## src/rtl/mem_sram_ctrl_pkg.sv

```systemverilog
// mem_sram_ctrl_pkg: shared state encoding and defaults for the SRAM data-memory controller
package mem_sram_ctrl_pkg;
    typedef enum logic [1:0] {ST_IDLE, ST_LO, ST_HI, ST_DONE} state_e;
    localparam int DEF_BASE_ADDR     = 1024;
    localparam int DEF_ACCESS_CYCLES = 3;
    localparam int CNT_W             = 4;
endpackage

```

## src/rtl/mem_sram_ctrl_phase_counter.sv

```systemverilog
// sram_phase_counter: per-phase cycle counter with clear and terminal-count flag
module sram_phase_counter
    import mem_sram_ctrl_pkg::*;
#(
    parameter int TERM = DEF_ACCESS_CYCLES
) (
    input  logic clk,
    input  logic rst,
    input  logic clr_i,
    output logic last_o
);
    logic [CNT_W-1:0] cnt_q, cnt_d;
    // next count: restart on clear, otherwise advance
    always_comb cnt_d = clr_i ? '0 : cnt_q + 1'b1;
    // count register
    always_ff @(posedge clk) begin
        if (rst) cnt_q <= '0;
        else cnt_q <= cnt_d;
    end
    assign last_o = cnt_q == CNT_W'(TERM - 1);
endmodule

```

## src/rtl/mem_sram_ctrl.sv

```systemverilog
// mem_sram_ctrl: splits a 32-bit load/store into two half-word SRAM accesses and stalls the pipeline meanwhile
module mem_sram_ctrl
    import mem_sram_ctrl_pkg::*;
#(
    parameter int BIT_NUMBER    = 32,
    parameter int SRAM_ADDR_W   = 18,
    parameter int BASE_ADDR     = DEF_BASE_ADDR,
    parameter int ACCESS_CYCLES = DEF_ACCESS_CYCLES
) (
    input  logic                   clk,
    input  logic                   rst,
    input  logic                   rd_en,
    input  logic                   wr_en,
    input  logic [BIT_NUMBER-1:0]  address,
    input  logic [BIT_NUMBER-1:0]  write_data,
    output logic [BIT_NUMBER-1:0]  read_data,
    output logic                   ready,
    output logic [SRAM_ADDR_W-1:0] sram_addr,
    output logic [15:0]            sram_dq_out,
    input  logic [15:0]            sram_dq_in,
    output logic                   sram_dq_oe,
    output logic                   sram_we_n
);
    localparam int WORD_W = SRAM_ADDR_W - 1;

    state_e                  state_q, state_d;
    logic                    req, last, phase, hi;
    logic [BIT_NUMBER-1:0]   off;
    logic                    unused_off;
    logic [WORD_W-1:0]       word_q;
    logic [BIT_NUMBER-1:0]   data_q;
    logic                    wr_q;
    logic [15:0]             cap_lo_q;
    logic [SRAM_ADDR_W-1:0]  addr_hold_q;
    logic [15:0]             dq_hold_q;
    logic [BIT_NUMBER-1:0]   read_data_q;

    assign req   = rd_en | wr_en;
    assign phase = state_q == ST_LO || state_q == ST_HI;
    assign hi    = state_q == ST_HI;
    // word offset from the SRAM window; low-address wrap is intentional
    assign off        = address - BIT_NUMBER'(BASE_ADDR);
    assign unused_off = ^{off[BIT_NUMBER-1:SRAM_ADDR_W+1], off[1:0]};

    sram_phase_counter #(.TERM(ACCESS_CYCLES)) u_cnt (
        .clk    (clk),
        .rst    (rst),
        .clr_i  (!phase || last),
        .last_o (last)
    );

    // state register
    always_ff @(posedge clk) begin
        if (rst) state_q <= ST_IDLE;
        else state_q <= state_d;
    end

    // next state: accept, low half, high half, one release cycle
    always_comb begin
        state_d = state_q;
        case (state_q)
            ST_IDLE: state_d = req ? ST_LO : ST_IDLE;
            ST_LO:   state_d = last ? ST_HI : ST_LO;
            ST_HI:   state_d = last ? ST_DONE : ST_HI;
            default: state_d = ST_IDLE;
        endcase
    end

    // bus outputs; address and data hold their last driven value between phases
    always_comb begin
        ready       = state_q == ST_IDLE ? !req : state_q == ST_DONE;
        sram_addr   = phase ? {word_q, hi} : addr_hold_q;
        sram_dq_out = phase ? (hi ? data_q[31:16] : data_q[15:0]) : dq_hold_q;
        sram_dq_oe  = phase && wr_q;
        sram_we_n   = !(phase && wr_q && !last);
    end

    // request latch, bus hold registers and read capture
    always_ff @(posedge clk) begin
        if (rst) begin
            word_q      <= '0;
            data_q      <= '0;
            wr_q        <= 1'b0;
            cap_lo_q    <= '0;
            addr_hold_q <= '0;
            dq_hold_q   <= '0;
            read_data_q <= '0;
        end else begin
            if (state_q == ST_IDLE && req) begin
                word_q <= off[SRAM_ADDR_W:2];
                data_q <= write_data;
                wr_q   <= wr_en;
            end
            addr_hold_q <= sram_addr;
            dq_hold_q   <= sram_dq_out;
            if (phase && !hi && !wr_q && last) cap_lo_q <= sram_dq_in;
            if (hi && !wr_q && last) read_data_q <= {sram_dq_in, cap_lo_q};
        end
    end

    assign read_data = read_data_q;
endmodule

```

## config.mk

```make
export PLATFORM = sky130hd
export DESIGN_NAME = mem_sram_ctrl
export DESIGN_NICKNAME = d
export VERILOG_FILES = /design/src/rtl/mem_sram_ctrl_pkg.sv /design/src/rtl/mem_sram_ctrl_phase_counter.sv /design/src/rtl/mem_sram_ctrl.sv
export SDC_FILE = /design/constraint.sdc
export NUM_CORES = 1
export LEC_CHECK = 0
export ABC_AREA = 1
export CORE_MARGIN = 4
export CORE_UTILIZATION = 45
export DETAILED_ROUTE_END_ITERATION = 8
export DONT_BUFFER_PORTS = 1
export GPL_ROUTABILITY_DRIVEN = 1
export PLACE_DENSITY_LB_ADDON = 0.15
export SLEW_MARGIN = 15
export SYNTH_ARGS = -nofsm -noshare
export SYNTH_HDL_FRONTEND = slang
export SYNTH_SLANG_ARGS = --single-unit
```

## constraint.sdc

```tcl
create_clock -name clk -period 2.2 [get_ports clk]
set_clock_uncertainty 0.15 [all_clocks]
set_input_delay 0.33 -clock clk [delete_from_list [all_inputs] [get_ports clk]]
set_output_delay 0.33 -clock clk [all_outputs]
set_load 0.05 [all_outputs]
```

* Word-level counts from Yosys, hierarchy flattened
Index checks and enable logic that the tools add are counted.
Storage, ports and cells: bits in registers 138, output and inout port bits 69, bits of input ports 84, word-level logic and storage cells 42
Cells by class: bitwise operators 1, eq/ne operators 4, reduce and logical (&&, ||, !) cells 18, add/sub/neg operators 2, multiplexer cells 8
Operators by type and width (number):
- $mux 16 | 2
- $sub 19x11->19 const B | 1
- $mux 18 | 1
- $logic_and 1x1->1 | 8
- $logic_not 1->1 | 6
- $pmux 2 s3 | 1
- $add 4x1->4 const B | 1
- $eq 2x2->1 const B | 2
- $eq 4x2->1 const B | 1
- $mux 1 | 3
- $eq 2x1->1 const B | 1
- $logic_not 2->1 | 1
- $logic_or 1x1->1 | 2
- $mux 2 | 1
- $reduce_or 2->1 | 1
- $or 1x1->1 | 1

* Logic depth before layout (Yosys ltp)
Gate-level depths: netlist (run 1).
depth in word-level cells 5, mapped depth 9, depth with buffers taken out 8

* By module
A second synthesis (run 1) with hierarchy kept.
Unflattened totals: cell total of the unflattened synthesis 741, area total of the unflattened synthesis 5601.6 µm²
By module, submodules not included:
- mem_sram_ctrl | area each 5427.7 µm², seq. area each 2682.6 µm², cells an instance 721, instances 1
- sram_phase_counter | area each 173.9 µm², seq. area each 80.1 µm², cells an instance 20, instances 1

* Least setup slack after synthesis (run 1)
Ideal clock, no wire load.
path kind flip-flop to output port, start point reg state_q[1], end point out sram_we_n, data required time 1720 ps, buffers on the path 2, stages on the path, launching flop included 8, arrival time 1776 ps, slack -56 ps, path through dfxtp_1 -> inv_1 -> ha_1 -> buf_4 -> buf_2 -> nand2_1 -> inv_1 -> nand2_1
On the way: word-level cells in the longest chain between the ends 5, elaborated cells between the ends (all ways) 6, classes of those cells eq/ne: 2; reduce/logical: 4
Ends and longest elaborated chain:
- start: declaration | RTL line mem_sram_ctrl.sv:26 | state_e state_q, state_d;
- start signal: assignment | RTL line mem_sram_ctrl.sv:55 | else state_q <= state_d;
- $eq 2x1->1 / $eq 2x2->1 (equally long branches) | RTL line mem_sram_ctrl.sv:39 | assign phase = state_q == ST_LO || state_q == ST_HI;
- $logic_or 1x1->1 (*) | RTL line mem_sram_ctrl.sv:39
- $logic_and 1x1->1 (*)
- net sram_dq_oe | RTL line mem_sram_ctrl.sv:21 | output logic sram_dq_oe,
- $logic_and 1x1->1 (*) | RTL line mem_sram_ctrl.sv:75 | sram_we_n = !(phase && wr_q && !last);
- $logic_not 1->1 (*) | RTL line mem_sram_ctrl.sv:75
- end: declaration | RTL line mem_sram_ctrl.sv:22 | output logic sram_we_n
The timed path passes the listed nets; every way through them passes the cells marked *.

* Worst setup path in the final report (run 1)
start point reg state_q[1], end point out sram_dq_out[8]
On the way: word-level cells in the longest chain between the ends 3, elaborated cells between the ends (all ways) 5, classes of those cells eq/ne: 2; mux: 2; reduce/logical: 1
Ends and longest elaborated chain:
- $eq 2x2->1 / $eq 2x1->1 (equally long branches) | RTL line mem_sram_ctrl.sv:39, mem_sram_ctrl.sv:40
- $mux 16 / $logic_or 1x1->1 (equally long branches) | RTL line mem_sram_ctrl.sv:73, mem_sram_ctrl.sv:39
- $mux 16 (*) | RTL line mem_sram_ctrl.sv:73 | sram_dq_out = phase ? (hi ? data_q[31:16] : data_q[15:0]) : dq_hold_q;
- end: declaration | RTL line mem_sram_ctrl.sv:19 | output logic [15:0] sram_dq_out,
Every way passes the cells marked *; elsewhere a longest branch is shown, timed or not.

==> metrics.txt, run 1 <==
Post-Synthesis Cells roughly 740; Synthesized Nets about 830; crit-path most repeated cell nor2_4; mean post-synth cell area ~7.4 sq um; WHS 0.0509 ns; clock tree from TritonCTS done; slew margin rel. approximately 63%; placement row count 40; GRT Util Overall slightly above 20%; first-pass GRT wire length 23300 um; Lkg Pwr roughly 3.3 nW; Worst Tran Pin Value approximately 0.56 ns; Clock Latency Late Sink 0.41 ns; sequential element share of the synthesized area about half; worst-path cell chain buf_6 -> ha_4 -> buf_16 -> nor2_4 -> nor2_4 -> o21ai_1 -> o21a_1 -> inv_2 -> buf_12; Worst Setup End Kind primary output; Die Area between 10000 and 15000 sq um; Hold EP word_q[13]; CORE AREA roughly 12000 sq um; via count approximately 5000; peak supply drop 500 uV; RSZ-0062 raised after global routing true; pre-CTS setup slack 0.0990 ns; Crit Path Max Fanout 8; Reg2Reg Launch Point state_q[1]; WL/cell about 14 um; most area-hungry cell type in the Yosys netlist dfxtp_1; Post-Synth Adder-Cell Area 1.60%; crit start category flop; violated checks setup timing; Slowest-stage cell, CP dfxtp_4; Die Span Y ~120 um; initial antenna violation count 0; share of flip-flops with an asynchronous set or reset 0%; Ys Warns 0; top_reg_cell synth dfxtp_1; post-layout util 64.8%; xor and xnor area share after synthesis 0.638%; setup slack after layout -0.141 ns; achievable frequency 427 MHz; flop2flop setup slack between 0.2 and 0.3 ns; max cap viols 0; diode count 0; clock tree buffer depth 2; Post-synth EDFFs 0; Final Hold Viols 0; Synth area leaders dfxtp_1 50%, nor2_1 17%, o21ai_0 9.5%, nand2_1 4.9%, inv_1 3.7%; largest net degree at the start of global routing 51; detailed-route DRC error count 0; CP bufs+invs 4; Crit Path Class reg2out; count leader, synth nor2_1; family with the most delay on the worst path buffers and inverters; Crit Reg-Reg Endpoint cap_lo_q[3]; WP data arrival ~1.9 ns; CTS clk-pin slew, worst paths ~0.060 ns; ANT nets after route 0; top cells by count, synth 244 x nor2_1, 138 x dfxtp_1, 104 x o21ai_0; number of synthesized register bits 138; GRT Residual Overflow 0; CTS buffer count 17; vias per cell between 4 and 5; CTS H-tree depth 4; Clk Tree Root Cell clkbuf_16; Final Max Tran Viols 0; Initial Util 45.9%; minimum clock period approximately 2.3 ns; final number of setup-violating endpoints 23; final net count between 900 and 1000; hold path startpoint address[15]; I/O Pins 153; Hold Path Cell Cnt 4; DRT Pass-1 Iters 4; dpl hpwl a little under 9000 um; clk sinks around 140; gpl congestion approximately 0.80; vias in the first global route 4977; Hold/Removal Path Class in2reg; R2R cell count 7; compound-cell area share of the yosys netlist 15.5%; largest family of logic cells by synthesized area simple AND/OR/NAND/NOR gates; Simple-Gate Fraction of Synth Area 23.5%; Power Dens Cells slightly below 900 nW/um^2; number of port buffers 0; status complete, but fails checks; multiplexer share of the synthesized area 0%; CP max stage delay roughly 0.36 ns; mapped cell area about 5500 sq um; Req. time, crit path between 1.5 and 2 ns; DRT iter0 DRCs 224; Synth-to-Final Area Change 41.3%; Die W around 120 um; area fraction of the dominant cell type after synthesis 50.3%; Synth cell types 26; WL final around 14000 um; crit share post-route 106%; layout cells sized above 1 about a fifth
-- cell usage in the layout (no fill, tap or decap), types with 5 or more instances in the layout --
| master | n |
|---|---|
| nor2_4 | 11 |
| dfxtp_1 | 136 |
| clkbuf_16 | 17 |
| a21oi_1 | 26 |
| o21a_1 | 16 |
| nand2_2 | 24 |
| inv_1 | 34 |
| nor2_2 | 12 |
| nand3_1 | 8 |
| inv_2 | 18 |
| ha_1 | 5 |
| buf_4 | 22 |
| inv_4 | 5 |
| o21ai_1 | 20 |
| buf_6 | 12 |
| nand2_1 | 48 |
| buf_12 | 24 |
| inv_6 | 5 |
| o21ai_0 | 96 |
| dlygate4sd3_1 | 63 |
| nor2_1 | 223 |
-- through the flow --
stage	instances	power [mW]	setup TNS (ns)	area, sq um
after floorplan	738	3.42	0	5490
after global placement	892	3.73	0	6080
after detailed placement	892	3.75	0	6080
after CTS	1000	6.79	-2.00	7660
after global routing	1002	7.05	-4.95	7750
final	1002	6.76	-1.38	7750
-- cells by family after synthesis --
logic type,after synthesis
fa+ha+maj,7
compound gates,161
buf+inv,100
xor+xnor,4
flops,138
simple gates,328
-- layout make-up --
cell class,count,area (sq um)
Fill cell,1012,4210
Sequential cell,138,2770
Multi-Input combinational cell,500,2450
Timing Repair Buffer,127,1530
Clock buffer,17,425
Inverter,58,238
Tap cell,147,184
Clock inverter,15,165
-- state kept, by name (all words and copies together), names as in the netlist --
signal / count
addr_hold_q: 18
cap_lo_q: 16
data_q: 32
dq_hold_q: 16
read_data: 32
state_q: 2
u_cnt.cnt_q: 4
word_q: 17
wr_q: 1
-- where the power goes --
group,switching (mW),internal [mW]
registers,0.0700,2.64
logic,0.718,0.527
clock network,1.12,1.69
total,1.91,4.86
-- repair_timing --
| action | in CTS | in global routing |
|---|---|---|
| gates resized for setup | 91 | 22 |
| cloned | 2 | 0 |
| hold buffers | 64 | 0 |
| endpoints found under the setup margin | 36 | 36 |
| hold endpoints to repair | 114 | 0 |
| pin swaps | 7 | 0 |
| buffers inserted | 10 | 2 |
-- layer usage --
metal | track usage (%) | routed length [um] | vias to the layer above | part of all wire, %
met2 | 34.0 | 6870 | 143 | 49
met3 | 5.93 | 794 | 23 | 5.7
met4 | 8.11 | 272 | 0 | 1.9
li1 | - | - | 2542 | -
met5 | 0 | 0 | - | 0
met1 | 24.0 | 6010 | 2300 | 43
-- tightest hold or removal path: stages --
cell	delay (ns)
o21ai_0	0.07
nand3_1	0.08
nand2_1	0.05
inv_1	0.05
-- worst max path at each step --
stage,slack (ns),start,cells after the start,end
2_1_floorplan,0.06,state_q[1],7,sram_we_n
6_report,-0.14,state_q[1],9,sram_dq_out[8]
4_1_cts,-0.10,state_q[1],9,sram_dq_out[12]
3_3_place_gp,0.14,state_q[0],8,sram_dq_out[3]
3_5_place_dp,0.1,state_q[0],8,sram_dq_out[14]
5_1_grt,-0.23,state_q[1],9,sram_dq_out[8]
Power figures use the tool's default switching activity.
==> inputs of run 2 (changes only) <==
--- a/config.mk
+++ b/config.mk
@@ -6,7 +6,8 @@
 export NUM_CORES = 1
 export LEC_CHECK = 0
 export ABC_AREA = 1
-export CORE_MARGIN = 4
+export CAP_MARGIN = 40
+export CORE_MARGIN = 1
 export CORE_UTILIZATION = 45
 export DETAILED_ROUTE_END_ITERATION = 8
 export DONT_BUFFER_PORTS = 1
==> metrics.txt, run 2 (synthesis results as in run 1) <==
status complete, but fails checks; violated checks setup timing; Combinational Power Share about a fifth; number of port buffers 0; Reg power frac between 40% and 50%; CTS buffer count 17; Lkg Pwr between 3 and 4 nW; total power about 6.7 mW; DRT Pass-1 Iters 5; WL/cell 14.0 um; Clock Latency Late Sink about 0.41 ns; Worst Setup End Kind primary output; max cap viols 0; Fill cells 977; layout cells sized above 1 between 15 and 20%; clock tree buffer depth 2; dpl hpwl approximately 8400 um; vias in the first global route approximately 5000; GRT Residual Overflow 0; Hold/Removal Path Class in2reg; CORE AREA ~12000 sq um; met3 Use GR between 6 and 7%; Synth-to-Final Area Change 40.0%; WP data arrival about 1.8 ns; peak supply drop 500 uV; worst-path cell chain inv_4 -> ha_4 -> buf_12 -> inv_8 -> nor2_2 -> o21ai_1 -> o21a_1 -> inv_2 -> buf_12; initial antenna violation count 2; I/O Pins between 150 and 200; setup slack after layout -0.0955 ns; Die Span Y about 110 um; Initial Util 47.1%; CTS clk-pin slew, worst paths ~0.050 ns; GRT Util Overall about 23%; clock tree from TritonCTS done; switching share of power a little over a quarter; gpl congestion ~0.9; placement row count 39; final net count slightly above 900; cell-internal power a little under 5 mW; Final Hold Viols 0; crit start category flop; ANT nets after route 0; Clk Tree Root Cell clkbuf_16; Crit Path Max Fanout 5; Most Crowded Layer GR met2; Global Route met2 Usage between 40% and 50%; RSZ-0062 raised after global routing true; family with the most delay on the worst path buffers and inverters; CP max stage delay 0.38 ns; via count 4987; detailed-route DRC error count 0; CTS H-tree depth 4; commonest non-fill, non-tap cell in the layout nor2_1; Psw between 1.5 and 2 mW; Die Area roughly 13000 sq um; DRT iter0 DRCs between 300 and 400; WL final 14000 um; Worst Tran Pin Value ~0.55 ns; crit share post-route 104%; Slowest-stage cell, CP dfxtp_4; clk sinks 138; most frequent cells in the layout 232 x nor2_1, 136 x dfxtp_1, 96 x o21ai_0, 64 x dlygate4sd3_1, 59 x nand2_1; Clk pwr share 40.9%; Die W around 110 um; Power Dens Cells around 870 nW/um^2; CP bufs+invs 5; first-pass GRT wire length 23000 um; largest net degree at the start of global routing 61; minimum clock period roughly 2.3 ns; Crit Path Class reg2out; vias per cell about 5; final number of setup-violating endpoints 34; crit-path most repeated cell buf_12; slew margin rel. roughly 63%; Final TNS setup -1.63 ns; achievable frequency approximately 440 MHz; Req. time, crit path 1.72 ns; GR Util met1 a little over a quarter; Final Max Tran Viols 0
-- run 2: cell types whose count changed in the layout (fill, tap and decap cells not counted), moves of 4 or more --
cell / delta
nor2_1: +9
buf_12: -4
inv_6: -5
clkbuf_1: +5
nor2_4: -5
nand2_2: -13
nand2_1: +11
buf_4: -6
nor2_2: -4
buf_6: +6
-- run 2: per-layer routing --
layer  share of wire (%)  wire length [um]  up-vias
met3                 6.0               842       29
met2                  50              6950      165
met1                  42              5860     2259
li1                    -                 -     2534
met4                 2.4               330        0
met5                   0                 0        -
-- run 2: layout make-up --
| type | instances | area, sq um | share of cell area (%) |
|---|---|---|---|
| Sequential cell | 138 | 2770 | 36.0 |
| Multi-Input combinational cell | 500 | 2390 | 31.1 |
| Timing Repair Buffer | 126 | 1510 | 19.6 |
| Clock buffer | 25 | 485 | 6.32 |
| Inverter | 58 | 233 | 3.03 |
| Tap cell | 143 | 179 | 2.33 |
| Clock inverter | 7 | 90.1 | 1.17 |
| Timing Repair inverter | 2 | 22.5 | 0.293 |
| Antenna cell | 2 | 5.00 | 0.0651 |
-- run 2: worst reg2reg max path: cells and delay by family, from the launching register on --
| family | cells | cell delay, ns |
|---|---|---|
| flops | 1 | 0.33 |
| simple gates | 4 | 0.59 |
| fa+ha+maj | 1 | 0.23 |
| buf+inv | 3 | 0.53 |
-- run 2: per-stage QoR --
step | cells | util, % | hold slack, ns | setup slack, ns | instance area (sq um)
global placement | 889 | 51.6 | 0.253 | 0.0937 | 6020
floorplan | 738 | - | 0.269 | 0.0551 | 5490
CTS | 996 | 65.1 | 0.0145 | -0.0892 | 7600
global route | 1001 | 65.9 | 0.00665 | -0.182 | 7680
detailed placement | 889 | 51.6 | 0.253 | 0.0381 | 6020
finish | 1001 | 65.9 | 0.0149 | -0.0955 | 7680
-- run 2: path summary, 6_finish.rpt --
kind	from	slack (ns)	endpoint	cells after the start
worst max-delay path	state_q[1]	-0.1	sram_dq_out[4]	9
worst min-delay path	sram_dq_in[9]	0.01	cap_lo_q[9]	2
worst max register to register	u_cnt.cnt_q[0]	0.29	read_data[22]	8
worst min register to register	addr_hold_q[0]	0.31	addr_hold_q[0]	2
-- run 2: what timing repair did --
action | CTS | global route
buffers inserted | 6 | 3
hold endpoints to repair | 111 | 0
endpoints found under the setup margin | 36 | 36
resized for setup | 89 | 22
pin swaps | 21 | 3
gates cloned | 4 | 0
hold buffers | 65 | 0
-- run 2: power by group through the flow --
stage | Combinational, mW | Sequential, mW | Clock (mW)
after floorplan | 0.678 | 2.74 | 0
after global placement | 0.958 | 2.75 | 0
after detailed placement | 0.966 | 2.75 | 0
after CTS | 1.23 | 2.71 | 2.79
after global routing | 1.35 | 2.73 | 2.91
final | 1.26 | 2.71 | 2.75
==> inputs of run 3 (changes only) <==
--- a/config.mk
+++ b/config.mk
@@ -8,7 +8,7 @@
 export ABC_AREA = 1
 export CAP_MARGIN = 40
 export CORE_MARGIN = 1
-export CORE_UTILIZATION = 45
+export CORE_UTILIZATION = 30
 export DETAILED_ROUTE_END_ITERATION = 8
 export DONT_BUFFER_PORTS = 1
 export GPL_ROUTABILITY_DRIVEN = 1
==> metrics.txt, run 3 (synthesis results as in run 1) <==
status complete, but fails checks; violated checks setup timing; Lkg Pwr 3.37 nW; CP max stage delay 0.35 ns; crit start category flop; Fill cells 1753; minimum clock period around 2.3 ns; final number of setup-violating endpoints 35; WP data arrival ~1.8 ns; largest net degree at the start of global routing a little over 70; WL/cell between 10 and 15 um; achievable frequency between 400 and 500 MHz; vias per cell between 4 and 5; CP bufs+invs 5; Initial Util a little under a third; CTS clk-pin slew, worst paths roughly 0.050 ns; placed cells 974; Synth-to-Final Area Change 49.0%; Die Span Y around 140 um; post-layout util around 46%; peak supply drop 559 uV; family with the most delay on the worst path buffers and inverters; clock tree buffer depth 2; DRT iter0 DRCs 190; Worst Tran Pin Value slightly below 0.6 ns; number of port buffers 0; cell area after layout between 8000 and 9000 sq um; first-pass GRT wire length 23900 um; Die W around 140 um; Final Max Tran Viols 0; pre-CTS setup slack between 0.1 and 0.15 ns; worst-path cell chain inv_4 -> ha_4 -> inv_8 -> buf_16 -> nor2_4 -> o21ai_1 -> o21a_1 -> inv_2 -> buf_12; CORE AREA about 18000 sq um; CTS H-tree depth 4; GRT Util Overall ~17%; Die Area roughly 19000 sq um; CTS buffer count 17; Crit Path Max Fanout 8; via count approximately 5100; dpl cell area around 6100 sq um; diode count 0; most frequent cells in the layout 212 x nor2_1, 136 x dfxtp_1, 96 x o21ai_0, 62 x dlygate4sd3_1, 47 x nand2_1; Final Hold Viols 0; Crit Path Class reg2out; vias in the first global route around 4900; Layout Cells excl Fill between 1000 and 1500; setup slack after layout -0.0982 ns; placement row count ~50; layout cells sized above 1 about 23%; Reg2Reg Launch Point u_cnt.cnt_q[0]; commonest non-fill, non-tap cell in the layout nor2_1; initial antenna violation count 0; Clk Tree Root Cell clkbuf_16; ANT nets after route 0; Power Dens Cells about 860 nW/um^2; WHS 0.0246 ns; I/O Pins roughly 150; crit share post-route 104%; RSZ-0062 raised after global routing true; Worst Setup End Kind primary output; final net count between 900 and 1000; GRT Residual Overflow 0; Slowest-stage cell, CP dfxtp_2; Req. time, crit path approximately 1.7 ns; gpl congestion approximately 0.83; WL final 15400 um; detailed-route DRC error count 0; Hold/Removal Path Class in2reg; hold path startpoint address[17]; dpl hpwl roughly 9000 um; clk sinks roughly 140; Clock Latency Late Sink between 0.4 and 0.5 ns; max cap viols 0; clock tree from TritonCTS done; DRT Pass-1 Iters 6; slew margin rel. around 60%; crit path launch state_q[0]
[run 3: cell count changes in the layout (fill, tap and decap cells not counted), moves of 4 or more]
cell / before / now
nand2_2: 11 / 24
nand2_1: 59 / 47
buf_4: 16 / 21
nor2_4: 6 / 27
buf_6: 18 / 14
nor2_1: 232 / 212
[run 3: path summary, 6_finish.rpt]
| path | endpoint | slack (ns) | depth (start not counted) |
|---|---|---|---|
| max reg2reg | read_data[30] | 0.25 | 8 |
| max | sram_dq_out[6] | -0.1 | 9 |
| min | word_q[15] | 0.02 | 4 |
| min reg2reg | addr_hold_q[3] | 0.31 | 2 |
[run 3: where the power goes]
part	switching [mW]	internal, mW	total (mW)
Sequential	0.0793	2.65	2.72
Clock	1.03	1.93	2.96
Combinational	0.783	0.605	1.39
[run 3: layout make-up]
cell class	count	area, sq um	share of cell area, %
Sequential cell	138	2770	33.8
Multi-Input combinational cell	500	2580	31.6
Timing Repair Buffer	135	1690	20.7
Clock buffer	25	505	6.18
Tap cell	229	287	3.50
Inverter	58	233	2.85
Clock inverter	6	110	1.35
[run 3: timing repair]
action                                  4_1_cts  5_1_grt
buffers inserted                             11        6
cloned                                        4        2
endpoints found under the setup margin       36       36
hold endpoints to repair                    114        0
resized for setup                           115       54
hold buffers                                 63        0
pin swaps                                    19       11
[run 3: stage by stage]
stage | setup TNS (ns) | power [mW]
CTS | -3.02 | 7.07
global route | -5.04 | 7.38
detailed placement | 0 | 3.75
floorplan | 0 | 3.42
finish | -2.25 | 7.07
global placement | 0 | 3.74
[run 3: worst min-delay path: cells and delay by family]
kind,cells,cell delay (ns)
AO/OA/AOI/OAI,1,0.06
buffers and inverters,1,0.04
AND/OR/NAND/NOR,2,0.12
[run 3: per-layer routing]
| layer | wire, um | vias to the layer above | part of all wire [%] | global-route usage, % |
|---|---|---|---|---|
| li1 | - | 2553 | - | - |
| met2 | 7550 | 137 | 49 | 27.8 |
| met5 | 0 | - | 0 | 0 |
| met3 | 926 | 24 | 6.0 | 4.82 |
| met4 | 293 | 0 | 1.9 | 8.00 |
| met1 | 6670 | 2358 | 43 | 19.5 |
